[src/rtl/sram_ctrl_pkg.sv]
// Shared types and default sizes for the 64x15 fakeram request controller.
package sram_ctrl_pkg;

  localparam int BITS_DEF       = 15;
  localparam int ADDR_WIDTH_DEF = 6;
  localparam int WORD_DEPTH_DEF = 64;

  typedef enum logic [1:0] {
    ST_START = 2'd0,
    ST_INIT  = 2'd1,
    ST_RUN   = 2'd2
  } ctrl_state_e;

endpackage

[src/rtl/sram_resp_fifo.sv]
// Small in-order response FIFO; count is exported so the controller can
// reserve a slot for every read before it reaches the macro.
module sram_resp_fifo #(
  parameter int BITS  = 15,
  parameter int DEPTH = 3,
  localparam int CW   = $clog2(DEPTH + 1),
  localparam int PW   = (DEPTH > 1) ? $clog2(DEPTH) : 1
) (
  input  logic            clk,
  input  logic            rst_n,
  input  logic            push_v,
  input  logic [BITS-1:0] push_data,
  output logic            push_ready,
  output logic            pop_v,
  input  logic            pop_ready,
  output logic [BITS-1:0] pop_data,
  output logic [CW-1:0]   count
);

  logic [BITS-1:0] mem [DEPTH];
  logic [PW-1:0]   wr_ptr;
  logic [PW-1:0]   rd_ptr;
  logic            do_push;
  logic            do_pop;

  function automatic logic [PW-1:0] ptr_inc(input logic [PW-1:0] p);
    return (p == PW'(DEPTH - 1)) ? '0 : p + PW'(1);
  endfunction

  assign push_ready = (count != CW'(DEPTH));
  assign pop_v      = (count != '0);
  assign pop_data   = mem[rd_ptr];
  assign do_push    = push_v & push_ready;
  assign do_pop     = pop_v & pop_ready;

  always_ff @(posedge clk or negedge rst_n) begin
    if (!rst_n) begin
      wr_ptr <= '0;
      rd_ptr <= '0;
      count  <= '0;
      for (int i = 0; i < DEPTH; i++) mem[i] <= '0;
    end else begin
      if (do_push) begin
        mem[wr_ptr] <= push_data;
        wr_ptr      <= ptr_inc(wr_ptr);
      end
      if (do_pop) rd_ptr <= ptr_inc(rd_ptr);
      if (do_push && !do_pop)      count <= count + CW'(1);
      else if (!do_push && do_pop) count <= count - CW'(1);
    end
  end

  // The upstream credit check makes this unreachable; a hit means lost data.
  assert property (@(posedge clk) disable iff (!rst_n) !(push_v && !push_ready))
    else $error("response fifo push while full");

endmodule

[src/rtl/sram_64x15_req_ctrl.sv]
// Sole driver of the 64x15 fakeram pins: zero-fills after reset, then
// forwards valid/ready requests and queues read data with credit backpressure.
//
// state    | meaning
// ST_START | one idle cycle after reset release
// ST_INIT  | writing zero to addr init_cnt, one word per cycle
// ST_RUN   | forwarding requests; terminal until reset
module sram_64x15_req_ctrl
  import sram_ctrl_pkg::*;
#(
  parameter int BITS       = BITS_DEF,
  parameter int WORD_DEPTH = WORD_DEPTH_DEF,
  parameter int ADDR_WIDTH = ADDR_WIDTH_DEF,
  parameter int RESP_DEPTH = 3,
  parameter bit INIT_EN    = 1'b1
) (
  input  logic                  clk,
  input  logic                  rst_n,
  input  logic                  req_v_in,
  output logic                  req_ready_out,
  input  logic                  req_we_in,
  input  logic [ADDR_WIDTH-1:0] req_addr_in,
  input  logic [BITS-1:0]       req_data_in,
  input  logic [BITS-1:0]       req_mask_in,
  output logic                  resp_v_out,
  input  logic                  resp_ready_in,
  output logic [BITS-1:0]       resp_data_out,
  output logic                  init_done_out,
  output logic                  sram_ce_out,
  output logic                  sram_we_out,
  output logic [ADDR_WIDTH-1:0] sram_addr_out,
  output logic [BITS-1:0]       sram_wd_out,
  output logic [BITS-1:0]       sram_w_mask_out,
  input  logic [BITS-1:0]       sram_rd_in
);

  localparam int CW = $clog2(RESP_DEPTH + 1);

  ctrl_state_e           state;
  logic [ADDR_WIDTH-1:0] init_cnt;
  logic                  inflight;
  logic [CW-1:0]         fifo_count;
  logic                  fifo_push_ready;
  logic [CW:0]           credit_used;
  logic                  req_fire;

  // A read holds a slot from acceptance until its response is popped.
  assign credit_used   = {1'b0, fifo_count} + (CW + 1)'(inflight);
  assign req_ready_out = (state == ST_RUN) &
                         (req_we_in | (credit_used < (CW + 1)'(RESP_DEPTH)));
  assign req_fire      = req_v_in & req_ready_out;

  always_comb begin
    sram_ce_out     = 1'b0;
    sram_we_out     = 1'b0;
    sram_addr_out   = '0;
    sram_wd_out     = '0;
    sram_w_mask_out = '0;
    case (state)
      ST_INIT: begin
        sram_ce_out     = 1'b1;
        sram_we_out     = 1'b1;
        sram_addr_out   = init_cnt;
        sram_w_mask_out = '1;
      end
      ST_RUN: begin
        if (req_fire) begin
          sram_ce_out     = 1'b1;
          sram_we_out     = req_we_in;
          sram_addr_out   = req_addr_in;
          sram_wd_out     = req_data_in;
          sram_w_mask_out = req_mask_in;
        end
      end
      default: ;
    endcase
  end

  always_ff @(posedge clk or negedge rst_n) begin
    if (!rst_n) begin
      state         <= ST_START;
      init_cnt      <= '0;
      inflight      <= 1'b0;
      init_done_out <= 1'b0;
    end else begin
      inflight <= req_fire & ~req_we_in;
      case (state)
        ST_START: begin
          if (INIT_EN) begin
            state <= ST_INIT;
          end else begin
            state         <= ST_RUN;
            init_done_out <= 1'b1;
          end
        end
        ST_INIT: begin
          init_cnt <= init_cnt + ADDR_WIDTH'(1);
          if (init_cnt == ADDR_WIDTH'(WORD_DEPTH - 1)) begin
            state         <= ST_RUN;
            init_done_out <= 1'b1;
          end
        end
        ST_RUN: ;
        default: state <= ST_START;
      endcase
    end
  end

  sram_resp_fifo #(
    .BITS  (BITS),
    .DEPTH (RESP_DEPTH)
  ) u_resp_fifo (
    .clk        (clk),
    .rst_n      (rst_n),
    .push_v     (inflight),
    .push_data  (sram_rd_in),
    .push_ready (fifo_push_ready),
    .pop_v      (resp_v_out),
    .pop_ready  (resp_ready_in),
    .pop_data   (resp_data_out),
    .count      (fifo_count)
  );

  // The macro corrupts its array if addr/we are unknown while enabled.
  assert property (@(posedge clk) disable iff (!rst_n)
    sram_ce_out |-> !$isunknown({sram_we_out, sram_addr_out}))
    else $error("unknown macro addr/we while ce high");

  assert property (@(posedge clk) disable iff (!rst_n) inflight |-> fifo_push_ready)
    else $error("read returned with no fifo slot reserved");

endmodule

[config.mk]
export PLATFORM = sky130hd
export DESIGN_NAME = sram_64x15_req_ctrl
export DESIGN_NICKNAME = d
export VERILOG_FILES = /design/src/rtl/sram_ctrl_pkg.sv /design/src/rtl/sram_resp_fifo.sv /design/src/rtl/sram_64x15_req_ctrl.sv
export SDC_FILE = /design/constraint.sdc
export NUM_CORES = 1
export LEC_CHECK = 0
export ABC_AREA = 1
export BUFFER_PORTS_ARGS = -buffer_cell sky130_fd_sc_hd__buf_2
export CORE_MARGIN = 5
export CORE_UTILIZATION = 50
export DETAILED_ROUTE_END_ITERATION = 6
export PLACE_DENSITY_LB_ADDON = 0.15
export SETUP_SLACK_MARGIN = 0.5
export SYNTH_ARGS = -nofsm -noshare
export SYNTH_HDL_FRONTEND = slang
export SYNTH_SLANG_ARGS = --single-unit
[constraint.sdc]
create_clock -name clk -period 2.09 [get_ports clk]
set_clock_uncertainty 0.2 [all_clocks]
set_input_delay 0.209 -clock clk [delete_from_list [all_inputs] [get_ports clk]]
set_output_delay 0.209 -clock clk [all_outputs]
set_load 0.03 [all_outputs]
==> flow_summary.toml, run 1 <==
[run_status]
status = "aborted with a tool error"
lastStage = "global routing (5_1_grt)"
tool.error = "[ERROR DPL-0038] Utilization greater than 100%, impossible to legalize"

[floorplanning]
die_w_um = 90.18
io-pin-count = 112
rows = 29
die_h_um = 90.18
initial_core_util_pct = 50.91

[cts]
clock-sinks = 61
cts-root-buf = "clkbuf_8"
cts_max_path_buffers = 2
htreeDepth = 3
cts_buffers = 9

[logic_synthesis]
netlist_instances = 404
avgSynthCellArea_um2 = 7.956
synth-edff-count = 0
ys_warn_count = 0
ys_types = 23
ys.flop_type = "dfrtp_1"
synth-seq-cells = 61
syn_area_um2 = 3214
synth_seq_area_share_pct = 47.49
async_flop_share_pct = 100.0
syn_nets = 467

[place]
dpl.hpwl_um = 5686
place.port_buffers = 111
place.gp.congestion = 0.7782

[sta]
worst_path_end_type = "primary output"
crit_endpoint = "sram_w_mask_out[0]"

[grt]
grt_max_degree = 62
## logic make-up after synthesis
kind of cell	count (synthesis)	synth area share, %
compound gates	93	16.74
buf+inv	101	12.69
xor+xnor	7	1.907
fa+ha+maj	7	2.725
simple gates	135	18.45
flops	61	47.49
## cell usage after synthesis (4+ instances only)
cell type  instances  share of area, %
o21ai_0           42               6.5
dfrtp_1           61                47
buf_2             14               2.2
o221ai_1          15               4.1
nand4_1           23               4.5
nand3_1            4              0.62
a21oi_1           25               3.9
xor2_1             4               1.1
nand2_1           85               9.9
inv_1             74               8.6
nor2_1            18               2.1
clkbuf_1           7              0.82
ha_1               7               2.7
o21ai_1            8               1.2
## metrics by stage
stage / area, µm² / hold WS [ns] / cells / worst slack, ns / utilization (%)
after floorplan: 3676 / -0.2866 / 404 / -0.08505 / -
after CTS: 5497 / 0.1616 / 634 / -0.3415 / 87.06
after global placement: 4373 / 0.04153 / 584 / -0.07542 / 69.26
after detailed placement: 4373 / 0.04103 / 584 / -0.1254 / 69.26
## what timing repair did
| item | 4_1_cts |
|---|---|
| hold buffers | 18 |
| buffers inserted | 13 |
| cloned | 3 |
| hold endpoints to repair | 109 |
| gates resized for setup | 168 |
| pin swaps | 19 |
| endpoints found under the setup margin | 67 |
==> run 2: changes to the inputs <==
--- a/config.mk
+++ b/config.mk
@@ -8,10 +8,9 @@
 export ABC_AREA = 1
 export BUFFER_PORTS_ARGS = -buffer_cell sky130_fd_sc_hd__buf_2
 export CORE_MARGIN = 5
-export CORE_UTILIZATION = 50
+export CORE_UTILIZATION = 40
 export DETAILED_ROUTE_END_ITERATION = 6
 export PLACE_DENSITY_LB_ADDON = 0.15
-export SETUP_SLACK_MARGIN = 0.5
 export SYNTH_ARGS = -nofsm -noshare
 export SYNTH_HDL_FRONTEND = slang
 export SYNTH_SLANG_ARGS = --single-unit
==> run 2 against run 1 <==
The flow now finishes, with violations (negative setup slack). Synthesized cell count unchanged. Area after synthesis did not move.
==> flow_summary.toml, run 2 <==
[setup_path]
arrival_ns = 1.99
r2r_cells = 8
critPathLaunch = "inflight"
crit_required_ns = 1.68
end_kind = "output pin"
rrSetupSlack_ns = 0.24
setup.worst_path.start_class = "flop"
critPathMaxFanout = 8
r2r-start = "inflight"
r2r-end = "u_resp_fifo.count[1]"
path_class = "flop to output pin"

[final_layout]
final_area_um2 = 4857
seqCellArea_um2 = 1526
postLayoutCoreUtil_pct = 62.53
area.growth.synth_to_final_pct = 51.11
regMostFlops = "u_resp_fifo.mem"
largest_registers = "u_resp_fifo.mem: 45 flops, init_cnt: 6 flops"
layout_common_cells = "82 x nand2_1, 74 x inv_1, 72 x buf_2, 61 x dfrtp_1, 42 x o21ai_0"
fillers = 681
nets = 604
diodes = 0
drive_above_1_share_pct = 36.81
layout_commonest_cell = "nand2_1"
multi_input_area_um2 = 1555
largest_reg_flops = 45

[hold_path]
hp-class = "primary input to flop"
min_to = "u_resp_fifo.rd_ptr[0]"
worstHoldStart = "resp_ready_in"
hold_depth = 3

[floorplanning]
coreArea_um2 = 7767
die-area_um2 = 9928
die_w_um = 99.64
io-pin-count = 112
initial_core_util_pct = 41.38
die_h_um = 99.64
rows = 32

[detailed_routing]
drt-vias-per-instance = 4.881
num_vias = 3163
ant_nets = 0
route.detailed.drc = 0
dr.pass1.iters = 4
routed_wl_um = 9018
wire_per_inst_um = 13.92
drtIter0Drc = 101

[sta]
layout_min_cycle_time_ns = 2.404
hold_viol = 0
fmax_mhz = 416.0
rsz0062_at_grt = "yes"
min_period_over_period_pct = 115.0
fin_tns_setup_ns = -9.906
setup_ws_ns = -0.3136
setup-violations-final = 39
worst_pin_slew_ns = 0.5956
relSlewSlack_pct = 60.29
slew_violations = 0

[cts]
clock-sinks = 61
cts_max_path_buffers = 2
cts.reportedPaths.clkPinSlew_ns = 0.07
clk_latency_ns = 0.33
htreeDepth = 3
cts-root-buf = "clkbuf_8"
cts_buffers = 9
cts_tree = "done"

[run_status]
violations = "negative setup slack"
status = "finished, violations left"

[grt]
grt_pass1_vias = 3217
antenna_found_initial = 0
globalRouteTotalUtil_pct = 18.85
grt_overflow = 0
use_met2_pct = 34.50
grt_pass1_wl_um = 15030
grt_max_degree = 33
globalRouteMet1Util_pct = 21.80
grt_most_used_layer = "met2"
met3_usage_pct = 4.979

[logic_synthesis]
synth-adder-area-share_pct = 2.725
yosys.area_share.simple_pct = 18.45
async_flop_share_pct = 100.0
syn_nets = 467
synth_seq_area_share_pct = 47.49
synth.top_cell.area_share_pct = 47.49
synth-edff-count = 0
yosys.area.top_type = "dfrtp_1"
synthMuxAreaShare_pct = 0
yosys-top-cells-area = "dfrtp_1 47%, nand2_1 9.9%, inv_1 8.6%"
ys.flop_type = "dfrtp_1"
ys_warn_count = 0
synth_top_family_by_area = "simple AND/OR/NAND/NOR gates"
synth.most_common_cell = "nand2_1"
yosys-top-cells-count = "85 x nand2_1, 74 x inv_1, 61 x dfrtp_1"
synth-xor-area-share_pct = 1.907
syn_area_um2 = 3214
synth-seq-cells = 61
synth-compound-area-share_pct = 16.74
avgSynthCellArea_um2 = 7.956
ys_types = 23
netlist_instances = 404

[place]
dpl.hpwl_um = 5884
post_dp_cell_area_um2 = 4115
place.port_buffers = 111
pre_cts_slack_ns = -0.06771
place.gp.congestion = 0.7750

[pwr]
power_mw = 4.004
power.density_nw_per_um2 = 824.4
p_seq_share_pct = 32.1
p_comb_share_pct = 40.7
p_int_mw = 2.415
p_leak_nw = 2.440
peakVddDrop_mv = 0.5840
switching_power_mw = 1.589
p_sw_share_pct = 39.69
p_clk_share_pct = 27.2

[job]
drv_cap = 0
==> run 2: cell counts after synthesis <==
No cell type changed its count.
==> run 2: worst max path at each step <==
stage                                  to  slack (ns)
after CTS                     sram_ce_out       -0.30
after global placement        sram_ce_out       -0.02
after floorplan           sram_wd_out[10]       -0.09
after detailed placement      sram_ce_out       -0.07
after global routing          sram_ce_out       -0.41
final                         sram_ce_out       -0.31
==> run 2: repair_timing <==
| item | 4_1_cts | 5_1_grt |
|---|---|---|
| setup buffers | 4 | 1 |
| resized for setup | 81 | 6 |
| hold endpoints to repair | 107 | 0 |
| setup endpoints to repair | 54 | 42 |
| hold buffers | 17 | 0 |
| pin swaps | 5 | 4 |
| cloned | 1 | 0 |
==> run 2: power by group through the flow <==
stage / clock [mW] / sequential [mW] / combinational, mW
after detailed placement: 0 / 1.30 / 1.58
after global routing: 1.18 / 1.30 / 1.76
after CTS: 1.12 / 1.28 / 1.61
after floorplan: 0 / 1.30 / 1.02
after global placement: 0 / 1.30 / 1.55
final: 1.09 / 1.29 / 1.63
==> run 2: cell type report <==
| type | instances | share of cell area [%] |
|---|---|---|
| clock buffer | 12 | 3.400 |
| clock inverter | 4 | 0.9274 |
| inverter | 77 | 5.951 |
| multi-input combinational | 243 | 32.02 |
| sequential | 61 | 31.43 |
| tap | 102 | 2.628 |
| timing repair buffer | 149 | 23.65 |
==> run 2: cells by family after synthesis <==
group	Yosys count
simple gates	135
buf+inv	101
compound gates	93
flops	61
xor+xnor	7
fa+ha+maj	7
==> run 2: per-stage QoR <==
step,std cells,hold slack (ns)
global placement,609,0.05412
CTS,647,0.04124
detailed placement,609,0.06132
floorplan,404,-0.2866
finish,648,0.04765
global route,648,0.06803
==> run 2: layer usage <==
layer  wire [µm]  vias up
li1            -     1583
met1        3729     1504
met2        4772       63
met3         400       13
met4         115        0
met5           0        -
==> run 2: critical path: stages, from the launching register on <==
cell and delay, ns:
dfrtp_1 0.39, ha_2 0.20, ha_4 0.21, nand2_2 0.05, nand2_2 0.07, a21oi_4 0.18, buf_12 0.13, nand2_8 0.10
a21oi_4 0.20, buf_6 0.15
(Power assumes the default switching activity.)
